<file path="config.mk">
export PLATFORM = sky130hd
export DESIGN_NAME = mcalu_iter
export DESIGN_NICKNAME = d
export VERILOG_FILES = /design/src/rtl/mcalu_iter_pkg.sv /design/src/rtl/mcalu_iter_dp.sv /design/src/rtl/mcalu_iter.sv
export SDC_FILE = /design/constraint.sdc
export NUM_CORES = 1
export LEC_CHECK = 0
export CAP_MARGIN = 25
export CORE_ASPECT_RATIO = 1.4
export CORE_UTILIZATION = 30
export DETAILED_ROUTE_END_ITERATION = 10
export PLACE_DENSITY = 0.45
export SYNTH_ARGS = -nofsm -noshare
export SYNTH_HDL_FRONTEND = slang
export SYNTH_SLANG_ARGS = --single-unit
</file>
<file path="constraint.sdc">
create_clock -name clk -period 4.3 [get_ports clk]
set_input_delay 0.645 -clock clk [delete_from_list [all_inputs] [get_ports clk]]
set_output_delay 0.645 -clock clk [all_outputs]
set_load 0.05 [all_outputs]
</file>
<file path="src/rtl/mcalu_iter_pkg.sv">
// ============================================================================
// Module  : mcalu_iter_pkg
// Brief   : Shared widths, M-extension opcodes and FSM encoding for mcalu_iter.
// Rev     : 1.0  initial release
// ============================================================================
`default_nettype none

package mcalu_iter_pkg;

    localparam int MC_XLEN    = 32;
    localparam int MC_ROBID_W = 7;
    localparam int MC_RD_W    = 6;

    localparam logic [4:0] MC_MUL    = 5'b11000;
    localparam logic [4:0] MC_MULH   = 5'b11001;
    localparam logic [4:0] MC_MULHSU = 5'b11010;
    localparam logic [4:0] MC_MULHU  = 5'b11011;
    localparam logic [4:0] MC_DIV    = 5'b11100;
    localparam logic [4:0] MC_DIVU   = 5'b11101;
    localparam logic [4:0] MC_REM    = 5'b11110;
    localparam logic [4:0] MC_REMU   = 5'b11111;

    typedef enum logic [1:0] {
        S_IDLE = 2'd0,
        S_MUL  = 2'd1,
        S_DIV  = 2'd2,
        S_DONE = 2'd3
    } mc_state_t;

endpackage

`default_nettype wire

</file>
<file path="src/rtl/mcalu_iter_dp.sv">
// ============================================================================
// Module  : mcalu_iter_dp
// Brief   : 2*XLEN shift datapath: shift-add multiply / restoring divide step.
// Rev     : 1.0  initial release
// ============================================================================
`default_nettype none

module mcalu_iter_dp #(
    parameter int XLEN = 32
) (
    input  logic              clk,
    input  logic              rst_n,
    input  logic              i_load,
    input  logic              i_step,
    input  logic              i_mode_div,
    input  logic [XLEN-1:0]   i_a,
    input  logic [XLEN-1:0]   i_b,
    output logic [2*XLEN-1:0] o_acc_next
);

    logic [2*XLEN-1:0] r_acc;
    logic [XLEN-1:0]   r_b;

    logic [XLEN-1:0]   w_hi;
    logic [XLEN-1:0]   w_lo;
    logic [XLEN:0]     w_sum;
    logic [XLEN:0]     w_shl;
    logic              w_ge;
    logic [XLEN-1:0]   w_sub;

    always_comb begin
        w_hi  = r_acc[2*XLEN-1:XLEN];
        w_lo  = r_acc[XLEN-1:0];
        w_sum = {1'b0, w_hi} + (w_lo[0] ? {1'b0, r_b} : '0);
        // Remainder stays below the divisor, so the shifted value fits XLEN+1 bits.
        w_shl = {w_hi, w_lo[XLEN-1]};
        w_ge  = (w_shl >= {1'b0, r_b});
        w_sub = XLEN'(w_shl - {1'b0, r_b});
        if (i_mode_div) begin
            if (w_ge) o_acc_next = {w_sub, w_lo[XLEN-2:0], 1'b1};
            else      o_acc_next = {w_shl[XLEN-1:0], w_lo[XLEN-2:0], 1'b0};
        end else begin
            o_acc_next = {w_sum, w_lo[XLEN-1:1]};
        end
    end

    always_ff @(posedge clk or negedge rst_n) begin
        if (!rst_n) begin
            r_acc <= '0;
            r_b   <= '0;
        end else if (i_load) begin
            r_acc <= {{XLEN{1'b0}}, i_a};
            r_b   <= i_b;
        end else if (i_step) begin
            r_acc <= o_acc_next;
        end
    end

endmodule

`default_nettype wire

</file>
<file path="src/rtl/mcalu_iter.sv">
// ============================================================================
// Module  : mcalu_iter
// Brief   : Iterative multi-cycle M-extension ALU with writeback-bus handshake.
// Rev     : 1.0  initial release
// ============================================================================
`default_nettype none

module mcalu_iter
    import mcalu_iter_pkg::*;
#(
    parameter int XLEN    = MC_XLEN,
    parameter int ROBID_W = MC_ROBID_W,
    parameter int RD_W    = MC_RD_W
) (
    input  logic               clk,
    input  logic               rst_n,
    input  logic               exers_mcalu_issue,
    input  logic [4:0]         exers_mcalu_op,
    input  logic [ROBID_W-1:0] exers_robid,
    input  logic [RD_W-1:0]    exers_rd,
    input  logic [XLEN-1:0]    exers_op1,
    input  logic [XLEN-1:0]    exers_op2,
    output logic               mcalu_stall,
    output logic               mcalu_wb_req,
    input  logic               wb_grant,
    output logic [ROBID_W-1:0] mcalu_wb_robid,
    output logic [RD_W-1:0]    mcalu_wb_rd,
    output logic [XLEN-1:0]    mcalu_wb_result,
    output logic               mcalu_wb_error,
    input  logic               rob_flush
);

    localparam int CNT_W = $clog2(XLEN);
    localparam logic [CNT_W-1:0] C_LAST = CNT_W'(XLEN - 1);

    mc_state_t          r_state, w_state_nxt;
    logic [CNT_W-1:0]   r_cnt;
    logic [2:0]         r_fn;
    logic               r_negate;
    logic [ROBID_W-1:0] r_robid;
    logic [RD_W-1:0]    r_rd;
    logic [XLEN-1:0]    r_result;
    logic               r_error;

    logic               w_accept, w_legal, w_is_div, w_s1, w_s2, w_neg1, w_neg2;
    logic               w_negate, w_div0, w_ovf, w_bypass, w_step, w_last;
    logic [XLEN-1:0]    w_mag1, w_mag2, w_special, w_fixed;
    logic [2*XLEN-1:0]  w_next, w_prod;
    logic [XLEN-1:0]    w_q, w_r;

    assign w_accept = exers_mcalu_issue & (r_state == S_IDLE) & ~rob_flush;
    assign w_legal  = (exers_mcalu_op[4:3] == 2'b11);
    assign w_is_div = exers_mcalu_op[2];

    always_comb begin
        // Signedness: MULH s*s, MULHSU s*u, DIV/REM s*s; MUL low half is sign-agnostic.
        if (w_is_div) begin
            w_s1 = ~exers_mcalu_op[0];
            w_s2 = ~exers_mcalu_op[0];
        end else begin
            w_s1 = (exers_mcalu_op[1:0] == 2'b01) | (exers_mcalu_op[1:0] == 2'b10);
            w_s2 = (exers_mcalu_op[1:0] == 2'b01);
        end
        w_neg1   = w_s1 & exers_op1[XLEN-1];
        w_neg2   = w_s2 & exers_op2[XLEN-1];
        w_mag1   = w_neg1 ? -exers_op1 : exers_op1;
        w_mag2   = w_neg2 ? -exers_op2 : exers_op2;
        w_negate = (w_is_div & exers_mcalu_op[1]) ? w_neg1 : (w_neg1 ^ w_neg2);

        w_div0 = w_is_div & (exers_op2 == '0);
        w_ovf  = w_is_div & ~exers_mcalu_op[0] & (exers_op2 == '1)
               & (exers_op1 == {1'b1, {(XLEN-1){1'b0}}});
        if (!w_legal)            w_special = '0;
        else if (w_div0)         w_special = exers_mcalu_op[1] ? exers_op1 : '1;
        else                     w_special = exers_mcalu_op[1] ? '0 : {1'b1, {(XLEN-1){1'b0}}};
        w_bypass = ~w_legal | w_div0 | w_ovf;
    end

    assign w_step = (r_state == S_MUL) | (r_state == S_DIV);
    assign w_last = w_step & (r_cnt == C_LAST);

    mcalu_iter_dp #(.XLEN(XLEN)) u_dp (
        .clk        (clk),
        .rst_n      (rst_n),
        .i_load     (w_accept),
        .i_step     (w_step),
        .i_mode_div (r_state == S_DIV),
        .i_a        (w_mag1),
        .i_b        (w_mag2),
        .o_acc_next (w_next)
    );

    always_comb begin
        w_prod = r_negate ? -w_next : w_next;
        w_q    = r_negate ? -w_next[XLEN-1:0] : w_next[XLEN-1:0];
        w_r    = r_negate ? -w_next[2*XLEN-1:XLEN] : w_next[2*XLEN-1:XLEN];
        if (r_fn[2])                 w_fixed = r_fn[1] ? w_r : w_q;
        else if (r_fn[1:0] == 2'b00) w_fixed = w_prod[XLEN-1:0];
        else                         w_fixed = w_prod[2*XLEN-1:XLEN];
    end

    always_comb begin
        w_state_nxt = r_state;
        case (r_state)
            S_IDLE: if (w_accept) w_state_nxt = w_bypass ? S_DONE : (w_is_div ? S_DIV : S_MUL);
            S_MUL,
            S_DIV:  if (w_last) w_state_nxt = S_DONE;
            S_DONE: if (mcalu_wb_req && wb_grant) w_state_nxt = S_IDLE;
            default: w_state_nxt = S_IDLE;
        endcase
        if (rob_flush) w_state_nxt = S_IDLE;
    end

    always_ff @(posedge clk or negedge rst_n) begin
        if (!rst_n) r_state <= S_IDLE;
        else        r_state <= w_state_nxt;
    end

    always_ff @(posedge clk or negedge rst_n) begin
        if (!rst_n) begin
            r_cnt    <= '0;
            r_fn     <= '0;
            r_negate <= 1'b0;
            r_robid  <= '0;
            r_rd     <= '0;
            r_result <= '0;
            r_error  <= 1'b0;
        end else if (w_accept) begin
            r_cnt    <= '0;
            r_fn     <= exers_mcalu_op[2:0];
            r_negate <= w_negate;
            r_robid  <= exers_robid;
            r_rd     <= exers_rd;
            r_result <= w_special;
            r_error  <= ~w_legal;
        end else if (w_step) begin
            r_cnt <= r_cnt + 1'b1;
            if (w_last) r_result <= w_fixed;
        end
    end

    assign mcalu_stall     = (r_state != S_IDLE);
    assign mcalu_wb_req    = (r_state == S_DONE) & ~rob_flush;
    assign mcalu_wb_robid  = r_robid;
    assign mcalu_wb_rd     = r_rd;
    assign mcalu_wb_result = r_result;
    assign mcalu_wb_error  = r_error;

    a_no_issue_when_busy: assert property (@(posedge clk) disable iff (!rst_n)
        !(exers_mcalu_issue && r_state != S_IDLE));

endmodule

`default_nettype wire

</file>
Word level (Yosys, flattened, before mapping)
Index checks and enable logic that the tools add are counted.
{ "totals": {"ff_bits": 153, "elab_cells": 92, "out_inout_bits": 48, "inputBits": 87} }
{ "classes": {"muxes": 32, "n_bitwise": 19, "add_sub_neg": 8, "n_eq_ne": 12, "n_lt_le_gt_ge": 1, "reduce_logical": 10} }
{ "op_table": {"columns": ["cell", "count"], "rows": [
  ["two-way mux 32 bit", 15],
  ["two-way mux 64 bit", 5],
  ["negator 32 bit", 4],
  ["equality test 32 bit, second input constant", 2],
  ["negator 64 bit", 1],
  ["adder 32 x 32 -> 33 bit", 1],
  [">= comparator 33 x 32 -> 1 bit", 1],
  ["zero test 32 bit", 1],
  ["subtractor 32 bit", 1],
  ["two-way mux 2 bit", 6],
  ["AND 1 bit", 11],
  ["two-way mux 5 bit", 2],
  ["equality test 2 bit, second input constant", 4],
  ["inequality test 3 bit, second input constant", 2],
  ["one-hot mux 2 bit (3 select lines)", 1],
  ["nonzero test 2 bit", 3],
  ["adder 5 x 1 -> 5 bit, second input constant", 1],
  ["equality test 5 bit, second input constant", 1],
  ["equality test 2 x 1 -> 1 bit, second input constant", 2],
  ["zero test 2 bit", 2],
  ["bitwise OR 1 bit", 4],
  ["two-way mux 1 bit", 3],
  ["inequality test 3 x 2 -> 1 bit, second input constant", 1],
  ["NOT 1 bit", 3],
  ["5 further kinds", 5]
]} }

Longest topological paths before layout
{ "depth": {"depth_word": 10, "ltp_mapped": 22, "ltp_nobuf": 20} }

Cells and area by module
A second synthesis with hierarchy kept.
{ "hier_totals": {"hier_cells": 2022, "hier_area_um2": 15620.0} }
{ "by_module_without_submodules": {"columns": ["module", "seq_area_each_um2", "cells_each", "area_each_um2", "n_inst"], "rows": [
  ["mcalu_iter_dp", 2402.3, 1074, 8803.4, 1],
  ["mcalu_iter", 1426.4, 948, 6816.5, 1]
]} }

Worst setup path after synthesis
OpenSTA, ideal clock, no wires.
{ "synth_path": {"path_kind": "reg-to-reg", "start": "register u_dp.r_acc[39]", "end": "register r_result[16] (netlist: mcalu_wb_result[16])", "path_buffers": 2, "arrival_time_ns": 4.519, "stages_incl_launch_ff": 21, "period_less_slack_ns": 4.637, "required_time_ns": 4.182, "setup_ns": 0.118, "setup_slack_ns": -0.337, "cell_sequence": "dfrtp_1 -> ha_1 -> buf_2 -> a21oi_1 -> o21ai_1 -> a221oi_4 -> a211o_2 -> buf_4 -> a41o_1 -> ha_1 -> o21ai_0 -> nor3_1 -> nand3_1 -> nand2b_1 -> or2_2 -> o21ai_1 -> nor2_1 -> o21ai_0 -> xor2_1 -> a221oi_1 -> a21o_1"} }
{ "synth_between": {"elab_chain_cells": 10, "elab_cells_between_ends": 17, "cone_classes": "add/sub (5); order compare (1); mux (11)"} }
{ "synth_rtl": {"columns": ["item", "line_no", "rtl"], "rows": [
  ["start, declared", "mcalu_iter_dp.sv:21", "logic [2*XLEN-1:0] r_acc;"],
  ["start signal, assigned", "mcalu_iter_dp.sv:52", "r_acc <= {{XLEN{1'b0}}, i_a};"],
  ["start signal, assigned", "mcalu_iter_dp.sv:55", "r_acc <= o_acc_next;"],
  ["subtractor 32 bit or >= comparator 33 x 32 -> 1 bit (tied branches)", "mcalu_iter_dp.sv:38, mcalu_iter_dp.sv:37", null],
  ["two-way mux 64 bit", "mcalu_iter_dp.sv:40", "if (w_ge) o_acc_next = {w_sub, w_lo[XLEN-2:0], 1'b1};"],
  ["two-way mux 64 bit *", "mcalu_iter_dp.sv:39", "if (i_mode_div) begin"],
  ["negator 64 bit, or another cell as far along", "mcalu_iter.sv:94", "w_prod = r_negate ? -w_next : w_next;"],
  ["two-way mux 64 bit, or another cell as far along", "mcalu_iter.sv:94", null],
  ["two-way mux 32 bit (on tied branches)", "mcalu_iter.sv:98, mcalu_iter.sv:97", null],
  ["two-way mux 32 bit *", "mcalu_iter.sv:97", "if (r_fn[2]) w_fixed = r_fn[1] ? w_r : w_q;"],
  ["two-way mux 32 bit *", "mcalu_iter.sv:138", "if (w_last) r_result <= w_fixed;"],
  ["two-way mux 32 bit *", "mcalu_iter.sv:136", "end else if (w_step) begin"],
  ["two-way mux 32 bit *", "mcalu_iter.sv:128", "end else if (w_accept) begin"],
  ["end signal, assigned", "mcalu_iter.sv:134", "r_result <= w_special;"],
  ["end signal, assigned", "mcalu_iter.sv:138", null],
  ["end, declared", "mcalu_iter.sv:42", "logic [XLEN-1:0] r_result;"]
]} }
Every way passes the cells marked *; elsewhere a longest branch is shown, timed or not. The select of a mux whose other input is x is not followed.
A chain may end at the register's enable or synchronous reset.

Final worst setup path
{ "layout_path": {"start": "register u_dp.r_acc[0]", "end": "register r_result[31] (netlist: mcalu_wb_result[31])"} }
{ "layout_between": {"elab_chain_cells": 10, "elab_cells_between_ends": 16, "cone_classes": "add/sub (4); mux (12)"} }
{ "layout_rtl": {"columns": ["item", "line_no", "rtl"], "rows": [
  ["two-way mux 32 bit", "mcalu_iter_dp.sv:34", "w_sum = {1'b0, w_hi} + (w_lo[0] ? {1'b0, r_b} : '0);"],
  ["adder 32 x 32 -> 33 bit", "mcalu_iter_dp.sv:34", null],
  ["two-way mux 64 bit *", "mcalu_iter_dp.sv:39", null],
  ["negator 64 bit, or another cell as far along", "mcalu_iter.sv:94", null],
  ["two-way mux 64 bit, or another cell as far along", "mcalu_iter.sv:94", null],
  ["two-way mux 32 bit (on tied branches)", "mcalu_iter.sv:98, mcalu_iter.sv:97", null],
  ["two-way mux 32 bit *", "mcalu_iter.sv:97", null],
  ["two-way mux 32 bit *", "mcalu_iter.sv:138", null],
  ["two-way mux 32 bit *", "mcalu_iter.sv:136", null],
  ["two-way mux 32 bit *", "mcalu_iter.sv:128", null]
]} }
Marks and branches as above.

==> reports/summary.txt <==
status -> finished, violations left
failing checks -> setup timing
synth warn -> 0
worst path bufs/invs -> 3
register area -> 0.00384 mm²
Final nets -> 2854
Initial DRC Count -> 1100
worst endpoint data arrival time -> 4.84 ns
Slew HR -> 0.364
H-tree depth -> 4
Post-Syn Nets -> 2329
CP max stage delay -> 0.54 ns
R2R cell count -> 17
number of synthesized register bits -> 153
clk_lat worst skew -> 0.48 ns
worst-margin pin slew -> 0.953 ns
die area -> 0.0551 mm²
crit end category -> flip-flop
DRC violations left -> 0
routed vias -> 18705
post-DR vias/cell -> 5.47
Max Clock Skew -> 0.0112 ns
Core Region -> 0.0533 mm²
fillers -> 5519
gr usage total -> 0.282
Post-Syn Area -> 0.0162 mm²
met3 usage -> 0.0248
IO buf count -> 134
first-pass GRT wire length -> 116000 µm
CTS Buf Count -> 17
Top delay family on crit path -> compound AO/OA/AOI/OAI gates
clk slew on worst S/H paths -> 0.08 ns
max_cap viols -> 0
largest net degree at the start of global routing -> 88
type of the worst setup path -> flip-flop to flip-flop
RSZ-0062 raised after global routing -> yes
final worst slack -> -0.168 ns
distinct cell type count after synthesis -> 107
hold_buf cts -> 0
GRT overflow -> 0
final setup vio count -> 7
met1 usage -> 0.327
critical path depth -> 17
Synth Area per Inst -> 7.50 µm²
CP max FO -> 6
Longest Clk Path Bufs -> 2
Antenna Nets Post-Route -> 0
CTS sink cnt -> 153
vias in the first global route -> 18733
WL/cell -> 22.8 µm
initial core utilization -> 0.305
post-synthesis sequential area ratio -> 0.236
share of layout cells above drive strength 1 -> 0.271
routability cong. -> 0.970
Detailed Routing Iterations Pass 1 -> 5
CP Cell Sequence -> buf_12, and2_1, ha_4, buf_6, a21o_1, a31o_4, or3_4, a222oi_1, a21o_1, o211ai_4, buf_6, nand3b_1, or3_4, nor4_4, mux2_4, o22ai_2, o21ai_1
Post-Syn Instances -> 2164
total wire length -> 77900 µm
initial antenna violation count -> 0
worst path required time -> 4.67 ns
Ports -> 135
Critical-path top delay cell -> a222oi_1
EDFF count, synth -> 0
dpl hpwl -> 62600 µm
Achievable Freq -> 0.224 GHz
type of origin of the critical path -> flip-flop
Final Cell Area -> 0.0235 mm²
DIE WIDTH -> 199 µm
multi-input logic area -> 0.0126 mm²
top_reg_cell synth -> dfrtp_1
die span in y -> 277 µm
area grow syn2layout -> 44.9%
crit path time final -> 4.47 ns
Root Buffer -> clkbuf_16
fin crit share -> 1.04
CTS tree -> done
row count -> 100
Hold Crit Class -> input port to async pin
met2 usage -> 0.506
fraction of registers with async set or reset after synthesis -> 1.00
gr busiest metal -> met2
Fin. Hold Viols -> 0
placed cell areas -> 0.0215 mm²
Slew Limit Fails -> 0
## layout make-up
type | instances | share of cell area
well taps | 714 | 0.0380
clock inverters | 14 | 0.00755
multi-input cells | 1810 | 0.535
inverters | 78 | 0.0124
clock buffers | 18 | 0.0182
repair buffers | 629 | 0.225
diodes | 1 | 0.000106
flip-flops and latches | 153 | 0.163
## cell families after synthesis
family | count (synthesis) | share of synthesized area
multiplexers | 66 | 0.0420
flip-flops | 153 | 0.236
adder cells (fa/ha/maj) | 78 | 0.0610
AND/OR/NAND/NOR | 827 | 0.247
XOR/XNOR | 163 | 0.0879
buffers and inverters | 201 | 0.0509
AO/OA/AOI/OAI | 676 | 0.276
## registers in the layout, summed over array words and instances (netlist names)
| name | count |
|---|---|
| u_dp.r_acc | 64 |
| mcalu_wb_result | 32 |
| u_dp.r_b | 32 |
| mcalu_wb_robid | 7 |
| mcalu_wb_rd | 6 |
| r_cnt | 5 |
| r_fn | 3 |
| r_state | 2 |
| mcalu_wb_error | 1 |
| r_negate | 1 |
## layout by cell type, fill, tap and decap left out, types with 16 or more instances in the layout
| cell type | n |
|---|---|
| nor2_1 | 198 |
| a31oi_1 | 32 |
| nand4_1 | 29 |
| nand2b_1 | 17 |
| o21ai_0 | 176 |
| nand2_1 | 285 |
| o211ai_1 | 64 |
| mux2i_1 | 57 |
| inv_1 | 76 |
| ha_4 | 20 |
| and2_1 | 38 |
| xor2_1 | 74 |
| buf_4 | 463 |
| dfrtp_1 | 146 |
| o31ai_1 | 23 |
| clkdlybuf4s50_1 | 133 |
| ha_1 | 55 |
| a21oi_1 | 126 |
| nor4_1 | 16 |
| or3_1 | 17 |
| nand3_1 | 46 |
| clkbuf_16 | 17 |
| a21oi_2 | 24 |
| buf_6 | 19 |
| nor3_1 | 48 |
| xnor2_1 | 88 |
| a211oi_1 | 22 |
| a21o_1 | 22 |
## what timing repair did
| item | CTS | global route |
|---|---|---|
| resized for setup | 103 | 96 |
| setup buffers | 26 | 22 |
| endpoints found under the setup margin | 23 | 27 |
| endpoints found under the hold margin | 0 | 0 |
| pin swaps | 47 | 55 |
## metal layers
metal	up-vias	part of all wire
li1	8931	-
met4	0	0.065
met5	-	0
met1	9117	0.40
met3	171	0.029
met2	486	0.50
## cell usage after synthesis, types with 32 or more instances
cell type / count / share of area
a21oi_1: 150 / 0.046
a31oi_1: 37 / 0.014
nor2_1: 206 / 0.048
nand2_1: 291 / 0.067
inv_1: 78 / 0.018
nor3_1: 52 / 0.016
xnor2_1: 89 / 0.048
ha_1: 76 / 0.059
mux2i_1: 58 / 0.036
clkbuf_1: 84 / 0.019
dfrtp_1: 153 / 0.24
and2_1: 42 / 0.016
o211ai_1: 64 / 0.030
o21ai_0: 186 / 0.057
xor2_1: 74 / 0.040
nand3_1: 48 / 0.015
o31ai_1: 32 / 0.015
## metrics by stage
stage	hold WS [ns]	TNS, ns	utilization	setup WS [ns]	instances
final	0.235	-0.535	0.441	-0.168	3417
after global routing	0.325	-2.33	0.441	-0.238	3416
after global placement	0.462	-5.66	0.404	-0.575	3340
after detailed placement	0.461	-6.26	0.404	-0.641	3340
after CTS	0.292	-0.608	0.428	-0.165	3395
after floorplan	0.349	-0.00457	-	-0.00306	2164
## final timing paths
kind / start / to / slack (ns)
max in group asynchronous: rst_n / u_dp.r_b[4]$_DFFE_PN0P_ / 3.17
min reg2reg: mcalu_wb_robid[5]$_DFFE_PN0P_ / mcalu_wb_robid[5]$_DFFE_PN0P_ / 0.48
max: u_dp.r_acc[0]$_DFFE_PN0P_ / mcalu_wb_result[31]$_DFFE_PN0P_ / -0.17
min in group clk: mcalu_wb_robid[5]$_DFFE_PN0P_ / mcalu_wb_robid[5]$_DFFE_PN0P_ / 0.48
max reg2reg: u_dp.r_acc[0]$_DFFE_PN0P_ / mcalu_wb_result[31]$_DFFE_PN0P_ / -0.17
min: rst_n / mcalu_wb_rd[4]$_DFFE_PN0P_ / 0.24
Power is not shown: default switching activity piles up to over one toggle a cycle in this logic, so the estimate is an artifact.
